## src/rtl/pool_stream_engine_if.sv

```systemverilog
// Activation-buffer read port plus pooled-result valid/ready stream.
// The engine uses the master modport; the buffer/packer side uses slave.
interface pool_stream_engine_if #(
    parameter int unsigned OUT_BIN_LEN = 32,
    parameter int unsigned BIN_LEN     = 16,
    parameter int unsigned MAX_H       = 16,
    parameter int unsigned MAX_W       = 16
);
    localparam int unsigned RowW = $clog2(MAX_H);
    localparam int unsigned ColW = $clog2(MAX_W);

    logic                   act_rd_en;
    logic [RowW-1:0]        act_rd_row;
    logic [ColW-1:0]        act_rd_col;
    logic [OUT_BIN_LEN-1:0] act_rd_data;

    logic                   out_valid;
    logic                   out_ready;
    logic [RowW-1:0]        out_row;
    logic [ColW-1:0]        out_col;
    logic [BIN_LEN-1:0]     out_data;

    modport master (
        output act_rd_en, act_rd_row, act_rd_col,
        input  act_rd_data,
        output out_valid, out_row, out_col, out_data,
        input  out_ready
    );

    modport slave (
        input  act_rd_en, act_rd_row, act_rd_col,
        output act_rd_data,
        input  out_valid, out_row, out_col, out_data,
        output out_ready
    );
endinterface

```

## src/rtl/pool_stream_engine.sv

```systemverilog
// Iterative NONE/MAX/AVG pooling over an activation tile: one buffer read per cycle,
// one accumulator, one saturated result per output position on a valid/ready stream.
module pool_stream_engine #(
    parameter int unsigned OUT_BIN_LEN = 32,
    parameter int unsigned BIN_LEN     = 16,
    parameter int unsigned MAX_H       = 16,
    parameter int unsigned MAX_W       = 16,
    parameter int unsigned MAX_K       = 4,
    localparam int unsigned HW   = $clog2(MAX_H + 1),
    localparam int unsigned WW   = $clog2(MAX_W + 1),
    localparam int unsigned RowW = $clog2(MAX_H),
    localparam int unsigned ColW = $clog2(MAX_W)
) (
    input  logic                      clk_i,
    input  logic                      rst_ni,
    input  logic                      start_i,
    input  logic [1:0]                pool_type_i,
    input  logic [2:0]                pool_stride_i,
    input  logic [2:0]                pool_kernel_size_i,
    input  logic [HW-1:0]             in_height_i,
    input  logic [WW-1:0]             in_width_i,
    pool_stream_engine_if.master      bus,
    output logic                      busy_o,
    output logic                      done_o,
    output logic                      cfg_err_o
);
    localparam int unsigned AccW = OUT_BIN_LEN + 4;
    localparam int unsigned GW   = ((HW > WW) ? HW : WW) + 2;

    localparam logic [2:0] StIdle  = 3'd0;
    localparam logic [2:0] StFetch = 3'd1;
    localparam logic [2:0] StWait  = 3'd2;
    localparam logic [2:0] StEmit  = 3'd3;
    localparam logic [2:0] StDone  = 3'd4;

    localparam logic [1:0] PoolNone = 2'd0;
    localparam logic [1:0] PoolMax  = 2'd1;
    localparam logic [1:0] PoolAvg  = 2'd2;
    localparam logic [1:0] PoolRsvd = 2'd3;

    localparam logic signed [AccW-1:0] SatMax = {{(AccW-BIN_LEN+1){1'b0}}, {(BIN_LEN-1){1'b1}}};
    localparam logic signed [AccW-1:0] SatMin = {{(AccW-BIN_LEN+1){1'b1}}, {(BIN_LEN-1){1'b0}}};

    logic [2:0]             state_q, state_d;
    logic [1:0]             type_q, type_d;
    logic [2:0]             k_q, k_d, s_q, s_d;
    logic [2:0]             kr_q, kr_d, kc_q, kc_d;
    logic [HW-1:0]          h_q, h_d;
    logic [WW-1:0]          w_q, w_d;
    logic [RowW-1:0]        r_q, r_d, rb_q, rb_d;
    logic [ColW-1:0]        c_q, c_d, cb_q, cb_d;
    logic signed [AccW-1:0] acc_q, acc_d;
    logic                   rd_valid_q, rd_first_q;
    logic                   cfg_err_q, cfg_err_d;

    logic                   rd_en, emit;
    logic [2:0]             k_eff, s_eff;
    logic                   cfg_bad;
    logic                   col_fits, row_fits;
    logic signed [AccW-1:0] data_ext, shifted;
    logic [2:0]             avg_shift;
    logic [BIN_LEN-1:0]     result;

    assign rd_en    = (state_q == StFetch);
    assign emit     = (state_q == StEmit);
    assign data_ext = AccW'($signed(bus.act_rd_data));

    // NONE pooling is a 1x1 window with unit stride regardless of the kernel/stride inputs.
    always_comb begin
        k_eff   = (pool_type_i == PoolNone) ? 3'd1 : pool_kernel_size_i;
        s_eff   = (pool_type_i == PoolNone) ? 3'd1 : pool_stride_i;
        cfg_bad = (pool_type_i == PoolRsvd) || (k_eff == 3'd0) || (s_eff == 3'd0) ||
                  (32'(k_eff) > MAX_K) || (32'(k_eff) > 32'(in_height_i)) ||
                  (32'(k_eff) > 32'(in_width_i)) ||
                  ((pool_type_i == PoolAvg) &&
                   !((k_eff == 3'd1) || (k_eff == 3'd2) || (k_eff == 3'd4)));
    end

    // Advance to the next window only while it still lies fully inside the tile.
    assign col_fits = (GW'(cb_q) + GW'(s_q) + GW'(k_q)) <= GW'(w_q);
    assign row_fits = (GW'(rb_q) + GW'(s_q) + GW'(k_q)) <= GW'(h_q);

    always_comb begin
        state_d   = state_q;
        type_d    = type_q;
        k_d       = k_q;
        s_d       = s_q;
        h_d       = h_q;
        w_d       = w_q;
        kr_d      = kr_q;
        kc_d      = kc_q;
        r_d       = r_q;
        c_d       = c_q;
        rb_d      = rb_q;
        cb_d      = cb_q;
        cfg_err_d = 1'b0;
        unique case (state_q)
            StIdle: begin
                if (start_i) begin
                    if (cfg_bad) begin
                        cfg_err_d = 1'b1;
                    end else begin
                        type_d  = pool_type_i;
                        k_d     = k_eff;
                        s_d     = s_eff;
                        h_d     = in_height_i;
                        w_d     = in_width_i;
                        kr_d    = '0;
                        kc_d    = '0;
                        r_d     = '0;
                        c_d     = '0;
                        rb_d    = '0;
                        cb_d    = '0;
                        state_d = StFetch;
                    end
                end
            end
            StFetch: begin
                if (kc_q == k_q - 3'd1) begin
                    kc_d = '0;
                    if (kr_q == k_q - 3'd1) begin
                        kr_d    = '0;
                        state_d = StWait;
                    end else begin
                        kr_d = kr_q + 3'd1;
                    end
                end else begin
                    kc_d = kc_q + 3'd1;
                end
            end
            StWait: state_d = StEmit;
            StEmit: begin
                if (bus.out_ready) begin
                    if (col_fits) begin
                        c_d     = c_q + ColW'(1);
                        cb_d    = cb_q + ColW'(s_q);
                        state_d = StFetch;
                    end else if (row_fits) begin
                        c_d     = '0;
                        cb_d    = '0;
                        r_d     = r_q + RowW'(1);
                        rb_d    = rb_q + RowW'(s_q);
                        state_d = StFetch;
                    end else begin
                        state_d = StDone;
                    end
                end
            end
            StDone:  state_d = StIdle;
            default: state_d = StIdle;
        endcase
    end

    // Read data lands one cycle after the strobe; the window's first element seeds acc.
    always_comb begin
        acc_d = acc_q;
        if (rd_valid_q) begin
            if (rd_first_q) begin
                acc_d = data_ext;
            end else if (type_q == PoolMax) begin
                acc_d = (data_ext > acc_q) ? data_ext : acc_q;
            end else begin
                acc_d = acc_q + data_ext;
            end
        end
    end

    always_comb begin
        case (k_q)
            3'd2:    avg_shift = 3'd2;
            3'd4:    avg_shift = 3'd4;
            default: avg_shift = 3'd0;
        endcase
        shifted = (type_q == PoolAvg) ? (acc_q >>> avg_shift) : acc_q;
        if (shifted > SatMax) begin
            result = SatMax[BIN_LEN-1:0];
        end else if (shifted < SatMin) begin
            result = SatMin[BIN_LEN-1:0];
        end else begin
            result = shifted[BIN_LEN-1:0];
        end
    end

    always_ff @(posedge clk_i or negedge rst_ni) begin
        if (!rst_ni) begin
            state_q    <= StIdle;
            type_q     <= '0;
            k_q        <= '0;
            s_q        <= '0;
            h_q        <= '0;
            w_q        <= '0;
            kr_q       <= '0;
            kc_q       <= '0;
            r_q        <= '0;
            c_q        <= '0;
            rb_q       <= '0;
            cb_q       <= '0;
            acc_q      <= '0;
            rd_valid_q <= 1'b0;
            rd_first_q <= 1'b0;
            cfg_err_q  <= 1'b0;
        end else begin
            state_q    <= state_d;
            type_q     <= type_d;
            k_q        <= k_d;
            s_q        <= s_d;
            h_q        <= h_d;
            w_q        <= w_d;
            kr_q       <= kr_d;
            kc_q       <= kc_d;
            r_q        <= r_d;
            c_q        <= c_d;
            rb_q       <= rb_d;
            cb_q       <= cb_d;
            acc_q      <= acc_d;
            rd_valid_q <= rd_en;
            rd_first_q <= rd_en && (kr_q == 3'd0) && (kc_q == 3'd0);
            cfg_err_q  <= cfg_err_d;
        end
    end

    assign bus.act_rd_en  = rd_en;
    assign bus.act_rd_row = rd_en ? (rb_q + RowW'(kr_q)) : '0;
    assign bus.act_rd_col = rd_en ? (cb_q + ColW'(kc_q)) : '0;
    assign bus.out_valid  = emit;
    assign bus.out_row    = r_q;
    assign bus.out_col    = c_q;
    assign bus.out_data   = emit ? result : '0;

    assign busy_o    = (state_q == StFetch) || (state_q == StWait) || emit;
    assign done_o    = (state_q == StDone);
    assign cfg_err_o = cfg_err_q;
endmodule

```

## src/flat_wrapper.sv

```systemverilog
// flat-port wrapper written by rule: the top's interface ports become plain ports
module pool_stream_engine_flat 
#(
    parameter int unsigned OUT_BIN_LEN = 32,
    parameter int unsigned BIN_LEN     = 16,
    parameter int unsigned MAX_H       = 16,
    parameter int unsigned MAX_W       = 16,
    parameter int unsigned MAX_K       = 4,
    localparam int unsigned HW   = $clog2(MAX_H + 1),
    localparam int unsigned WW   = $clog2(MAX_W + 1),
    localparam int unsigned RowW = $clog2(MAX_H),
    localparam int unsigned ColW = $clog2(MAX_W)
)
  (clk_i, rst_ni, start_i, pool_type_i, pool_stride_i, pool_kernel_size_i, in_height_i, in_width_i, busy_o, done_o, cfg_err_o, bus_act_rd_en, bus_act_rd_row, bus_act_rd_col, bus_act_rd_data, bus_out_valid, bus_out_row, bus_out_col, bus_out_data, bus_out_ready);
  pool_stream_engine_if #(.OUT_BIN_LEN(OUT_BIN_LEN), .BIN_LEN(BIN_LEN), .MAX_H(MAX_H), .MAX_W(MAX_W)) bus_i ();
  input  logic clk_i;
  input  logic rst_ni;
  input  logic start_i;
  input  logic [1:0] pool_type_i;
  input  logic [2:0] pool_stride_i;
  input  logic [2:0] pool_kernel_size_i;
  input  logic [HW-1:0] in_height_i;
  input  logic [WW-1:0] in_width_i;
  output logic busy_o;
  output logic done_o;
  output logic cfg_err_o;
  output wire logic [$bits(bus_i.act_rd_en)-1:0] bus_act_rd_en;
  output wire logic [$bits(bus_i.act_rd_row)-1:0] bus_act_rd_row;
  output wire logic [$bits(bus_i.act_rd_col)-1:0] bus_act_rd_col;
  input wire logic [$bits(bus_i.act_rd_data)-1:0] bus_act_rd_data;
  output wire logic [$bits(bus_i.out_valid)-1:0] bus_out_valid;
  output wire logic [$bits(bus_i.out_row)-1:0] bus_out_row;
  output wire logic [$bits(bus_i.out_col)-1:0] bus_out_col;
  output wire logic [$bits(bus_i.out_data)-1:0] bus_out_data;
  input wire logic [$bits(bus_i.out_ready)-1:0] bus_out_ready;
  assign bus_act_rd_en = bus_i.act_rd_en;
  assign bus_act_rd_row = bus_i.act_rd_row;
  assign bus_act_rd_col = bus_i.act_rd_col;
  assign bus_i.act_rd_data = bus_act_rd_data;
  assign bus_out_valid = bus_i.out_valid;
  assign bus_out_row = bus_i.out_row;
  assign bus_out_col = bus_i.out_col;
  assign bus_out_data = bus_i.out_data;
  assign bus_i.out_ready = bus_out_ready;
  pool_stream_engine #(.OUT_BIN_LEN(OUT_BIN_LEN), .BIN_LEN(BIN_LEN), .MAX_H(MAX_H), .MAX_W(MAX_W), .MAX_K(MAX_K)) u_core (.clk_i(clk_i), .rst_ni(rst_ni), .start_i(start_i), .pool_type_i(pool_type_i), .pool_stride_i(pool_stride_i), .pool_kernel_size_i(pool_kernel_size_i), .in_height_i(in_height_i), .in_width_i(in_width_i), .bus(bus_i), .busy_o(busy_o), .done_o(done_o), .cfg_err_o(cfg_err_o));
endmodule
```

## config.mk

```make
export PLATFORM = sky130hd
export DESIGN_NAME = pool_stream_engine_flat
export DESIGN_NICKNAME = d
export VERILOG_FILES = /design/src/rtl/pool_stream_engine_if.sv /design/src/rtl/pool_stream_engine.sv /design/src/flat_wrapper.sv
export SDC_FILE = /design/constraint.sdc
export NUM_CORES = 1
export LEC_CHECK = 0
export ABC_CLOCK_PERIOD_IN_PS = 6900
export CAP_MARGIN = 25
export CORE_MARGIN = 2
export CORE_UTILIZATION = 25
export DETAILED_ROUTE_END_ITERATION = 10
export SLEW_MARGIN = 20
export SYNTH_ARGS = -nofsm -noshare
export SYNTH_HDL_FRONTEND = slang
export SYNTH_SLANG_ARGS = --single-unit
```

## constraint.sdc

```tcl
create_clock -name clk_i -period 6.9 [get_ports clk_i]
set_input_delay 1.38 -clock clk_i [delete_from_list [all_inputs] [get_ports clk_i]]
set_output_delay 1.38 -clock clk_i [all_outputs]
set_load 0.03 [all_outputs]
```

; Word-level counts from Yosys, hierarchy flattened
; Index checks and enable logic that the tools add are counted.
[totals]
reg_bits = 82
latchBits = 0
ramBits = 0
rom_bits = 0
output_inout_bits = 37
word_cells = 140
mem_count = 0
[classes]
addsub = 14
multipliers = 0
div_mod_pow = 0
magnitude_cmp = 8
eq_ne = 24
n_shift = 1
mux = 47
bitwise = 1
n_reduce_logical = 29
[ops]
columns = op, n
row1 = $mux 36, 4
row2 = $mux 4, 15
row3 = $mux 16, 3
row4 = $mux 3, 14
row5 = $add 36x32->36, 1
row6 = $gt 32x36->1, 1
row7 = $gt 36x16->1 const B, 1
row8 = $lt 36x16->1 const B, 1
row9 = $sshr 36x3->36, 1
row10 = $pmux 4 s2, 4
row11 = $pmux 3 s2, 3
row12 = $add 4x3->4, 4
row13 = $logic_not 3->1, 5
row14 = $add 7x3->7, 2
row15 = $le 7x5->1, 2
row16 = $ne 2x2->1 const B, 7
row17 = $eq 3x2->1 const B, 4
row18 = $pmux 3 s4, 1
row19 = $add 4x3->5, 2
row20 = $gt 3x5->1, 2
row21 = $logic_or 1x1->1, 10
row22 = $reduce_and 5->1, 2
row23 = $eq 3x3->1 const B, 3
row24 = $add 4x1->4 const B, 2
row25 = 19 further kinds, 30

; Longest topological paths before layout
[logic_depth]
ltp_word = 12
depth_mapped = 17
ltp_nobuf = 16

; Worst setup path before layout
; OpenSTA, ideal clock, no wires.
[synth_timing]
path_type = register to output
from = register u_core.k_q[1]
to = output port bus_out_data[10]
t_arrival_ns = 2.876
setup_slack_ns = 2.644
path_stages_with_launch = 13
path_buffers = 2
path_cell_list = dfrtp_1 -> inv_1 -> ha_1 -> and2_1 -> buf_2 -> a22oi_1 -> nand4_1 -> o31ai_1 -> nand3_1 -> or3_1 -> and2_1 -> buf_2 -> a21oi_1
[synth_between]
elab_chain_len = 8
word_cells_on_any_way = 10
classes_between = order compare: 2 / eq/ne: 2 / shift: 1 / mux: 5
[synth_lines]
columns = item, line
row1 = start: declaration, pool_stream_engine.sv:46  ; logic [2:0] k_q, k_d, s_q, s_d;
row2 = start signal: assignment, pool_stream_engine.sv:205  ; k_q <= k_d;
row3 = $eq 3x3->1 or $eq 3x2->1 (tied branches), pool_stream_engine.sv:169  ; case (k_q)
row4 = $pmux 3 s2 *, pool_stream_engine.sv:169
row5 = $sshr 36x3->36 *, pool_stream_engine.sv:174  ; shifted = (type_q == PoolAvg) ? (acc_q >>> avg_shift) : acc_q;
row6 = $mux 36 *, pool_stream_engine.sv:174
row7 = $lt 36x16->1, pool_stream_engine.sv:177  ; end else if (shifted < SatMin) begin
row8 = $mux 16, pool_stream_engine.sv:177
row9 = $mux 16 *, pool_stream_engine.sv:175  ; if (shifted > SatMax) begin
row10 = $mux 16 *, pool_stream_engine.sv:228  ; assign bus.out_data = emit ? result : '0;
row11 = end: declaration, flat_wrapper.sv:34  ; output wire logic [$bits(bus_i.out_data)-1:0] bus_out_data;
; Mark *: on every way between the ends. The rest lies on a longest branch, timed or not.

; Worst setup path in the final report
[layout_timing]
from = register u_core.k_q[0]
to = output port bus_out_data[12]
; The elaborated chain is that of the path after synthesis.

==> impl_metrics.csv <==
group,metric,value,unit
drt,drtPass1Iterations,5,
clocking,ctsLongestPathBuffers,2,
sta,fin_crit_sh,84.28,%
grt,grt_pass1_wl,47430,um
floorplanning,initial_core_util,25.45,%
clocking,cts_root_buf,"clkbuf_16",
hold_path,hp-class,"flop to flop",
clocking,cts-buffers-inserted,9,
drt,drt_iter0_drc,839,
placed_design,hpwl,23220,um
grt,antenna_found_initial,0,
floorplanning,dieArea,37930,um2
placed_design,io_buffers,90,
sta,tightest_slew,0.9105,ns
synthesis,netlist_top_cells_area,"dfrtp_1 (23%), ha_1 (16%), o21ai_0 (4.5%)",
sta,slew_headroom,38.89,%
synthesis,synth-edff-count,0,
synthesis,yosysTopAreaCell,"dfrtp_1",
cells_and_area,layout_common_cells,"ha_1 (114), inv_1 (102), clkdlybuf4s50_1 (89), nand2_1 (83), dfrtp_1 (82)",
pwr,leakagePower,4.615,nW
critical_path,r2r_start,"u_core.cb_q[0]",
sta,finClkSkew,0.007826,ns
critical_path,r2r_cells,16,
clocking,numClockSinks,82,
floorplanning,core,35740,um2
drt,viasPerCell,5.325,
drt,wl_per_cell,18.10,um
grt,grt_overflow,0,
sta,finalHoldViolCount,0,
synthesis,synth.net_count,1316,
grt,grt_max_degree,47,
cells_and_area,drive_gt1_share,5.500,%
placed_design,dpl_cell_area,10400,um2
run,drv_cap,0,
hold_path,hold_path.startpoint,"u_core.w_q[1]",
sta,finalSetupViolations,0,
synthesis,synth_top_area_share,22.56,%
floorplanning,dieHeight,194.8,um
cells_and_area,nNetsFinal,1370,
critical_path,crit_path_max_fanout,12,
critical_path,start_kind,"flop",
synthesis,synthArstFlopShare,100.0,%
hold_path,hold_end,"u_core.w_q[1]",
synthesis,yosysWarnings,0,
floorplanning,num_rows,69,
clocking,cts_resized,0,
floorplanning,pin_count,91,
drt,ant_nets,0,
cells_and_area,diodes,0,
outcome,status,"finished clean",
synthesis,netlist_instances,1141,
cells_and_area,fin_cells,1661,
clocking,hold_buffers,0,
drt,num_vias,8845,
synthesis,ys_ff_latch,82,
critical_path,required,5.52,ns
clocking,cts_tree,"done",
critical_path,arrival,4.44,ns
synthesis,syn_area,9097,um2
synthesis,syn_area_per_cell,7.973,um2
drt,detail_route.wirelength,30070,um
drt,drc,0,
sta,rsz0062_at_grt,"false",
sta,finalSetupTns,0,ns
placed_design,dpl.cell_count,1645,
placed_design,gp_congestion,0.8983,
hold_path,holdPathStages,2,
cells_and_area,stdcell_area,10680,um2
critical_path,criticalPathCategory,"flop to output pin",
clocking,clock_latency,0.36,ns
pwr,p_per_area,481.2,nW/um2
critical_path,r2r_setup_slack,2.76,ns
sta,drv_slew,0,
clocking,clk_pin_slew,0.06,ns
critical_path,cp-end-kind,"output pin",
clocking,htree_levels,3,
sta,max_freq,172.0,MHz
sta,period_needed,5.815,ns
grt,grt_pass1_vias,8633,
critical_path,r2r-end,"u_core.bus.out_col[3]",
synthesis,synthFlopType,"dfrtp_1",
cells_and_area,area_growth,17.37,%
synthesis,ys_seq_area_share,22.56,%
pwr,ir_worst_vdd,0.0001778,V
clocking,post_cts_buffers,0,
cells_and_area,final_common_cell,"ha_1",
floorplanning,fp.dieW,194.8,um
synthesis,synthDistinctLibCells,81,
grt,track_usage,15.73,%
-- worst max-delay path: stages (launching register included) --
cell	delay, ns
dfrtp_1	0.54
inv_1	0.14
ha_1	0.37
nor2b_1	0.32
o21ai_1	0.66
a22o_1	0.25
nand4_1	0.09
a2111oi_0	0.38
nand4_1	0.23
nand2_1	0.36
a21oi_1	0.13
clkdlybuf4s50_1	0.61
-- state kept, by name (all words and copies together), names as in the netlist, 3 cells and up --
register / count
u_core.kr_q: 3
u_core.k_q: 3
u_core.kc_q: 3
u_core.cb_q: 4
u_core.s_q: 3
u_core.acc_q: 36
u_core.state_q: 3
u_core.bus.out_row: 4
u_core.bus.out_col: 4
u_core.rb_q: 4
u_core.h_q: 5
u_core.w_q: 5
-- logic make-up after synthesis --
family / Yosys count / synth area share, %
adder cells (fa/ha/maj): 121 / 17.22
AND/OR/NAND/NOR: 337 / 18.87
flip-flops: 82 / 22.56
XOR/XNOR: 47 / 4.525
AO/OA/AOI/OAI: 359 / 25.54
buffers and inverters: 158 / 6.849
multiplexers: 37 / 4.442
-- layer usage --
| metal | vias up | part of all wire, % | track usage (%) |
|---|---|---|---|
| li1 | 4237 | - | - |
| met1 | 4299 | 47 | 21.44 |
| met2 | 269 | 46 | 25.70 |
| met3 | 40 | 5.5 | 2.325 |
| met4 | 0 | 1.7 | 4.693 |
| met5 | - | 0 | 0 |
-- per-stage QoR --
step	power, mW	hold slack [ns]	worst slack [ns]	util (%)
floorplan	3.589	0.4498	2.644	-
global placement	4.545	0.4658	1.624	29.11
detailed placement	4.599	0.4764	1.578	29.11
CTS	5.110	0.4910	1.187	29.87
global route	5.603	0.5327	0.7760	29.87
finish	5.138	0.4915	1.085	29.87
-- synth_stat cells (9+ instances only) --
cell      number
inv_1        102
clkbuf_1      40
o21bai_1      10
a21oi_1       80
a21o_1        14
o21ai_1       14
nor3_1        22
nand2_1       83
buf_2         12
o211ai_1      18
o22ai_1       24
a22oi_1       18
mux2i_1       13
nor4_1         9
xor2_1        19
mux2_2        23
o31ai_1       18
nand2b_1      21
nand4_1       16
a31oi_1       11
a211oi_1      13
ha_1         114
o21ai_0       81
xnor2_1       28
nor2b_1       26
nand3_1       22
dfrtp_1       82
or3_1         14
nor2_1        79
-- worst max path at each step --
stage                       endpoint  depth (start not counted)          start
finish              bus_out_data[12]                         11  u_core.k_q[0]
global route         bus_out_data[9]                         11  u_core.k_q[1]
CTS                 bus_out_data[13]                         11  u_core.k_q[0]
detailed placement  bus_out_data[13]                         11  u_core.k_q[0]
global placement    bus_out_data[11]                         11  u_core.k_q[0]
floorplan           bus_out_data[10]                         12  u_core.k_q[1]
-- where the power goes --
part / internal (mW) / switching, mW / leakage (nW)
Sequential: 0.694 / 0.351 / 1.03
Clock: 0.257 / 0.230 / 0.126
Combinational: 1.48 / 2.13 / 3.46
-- cell type report --
type,instances,area [um2]
timing repair buffer,99,965.9
clock buffer,13,250.2
fill,3851,25060
clock inverter,3,23.77
inverter,102,382.9
multi-input combinational,901,6426
sequential,82,2052
tap,461,576.8
Note: power is estimated with default switching activity, not from simulation.
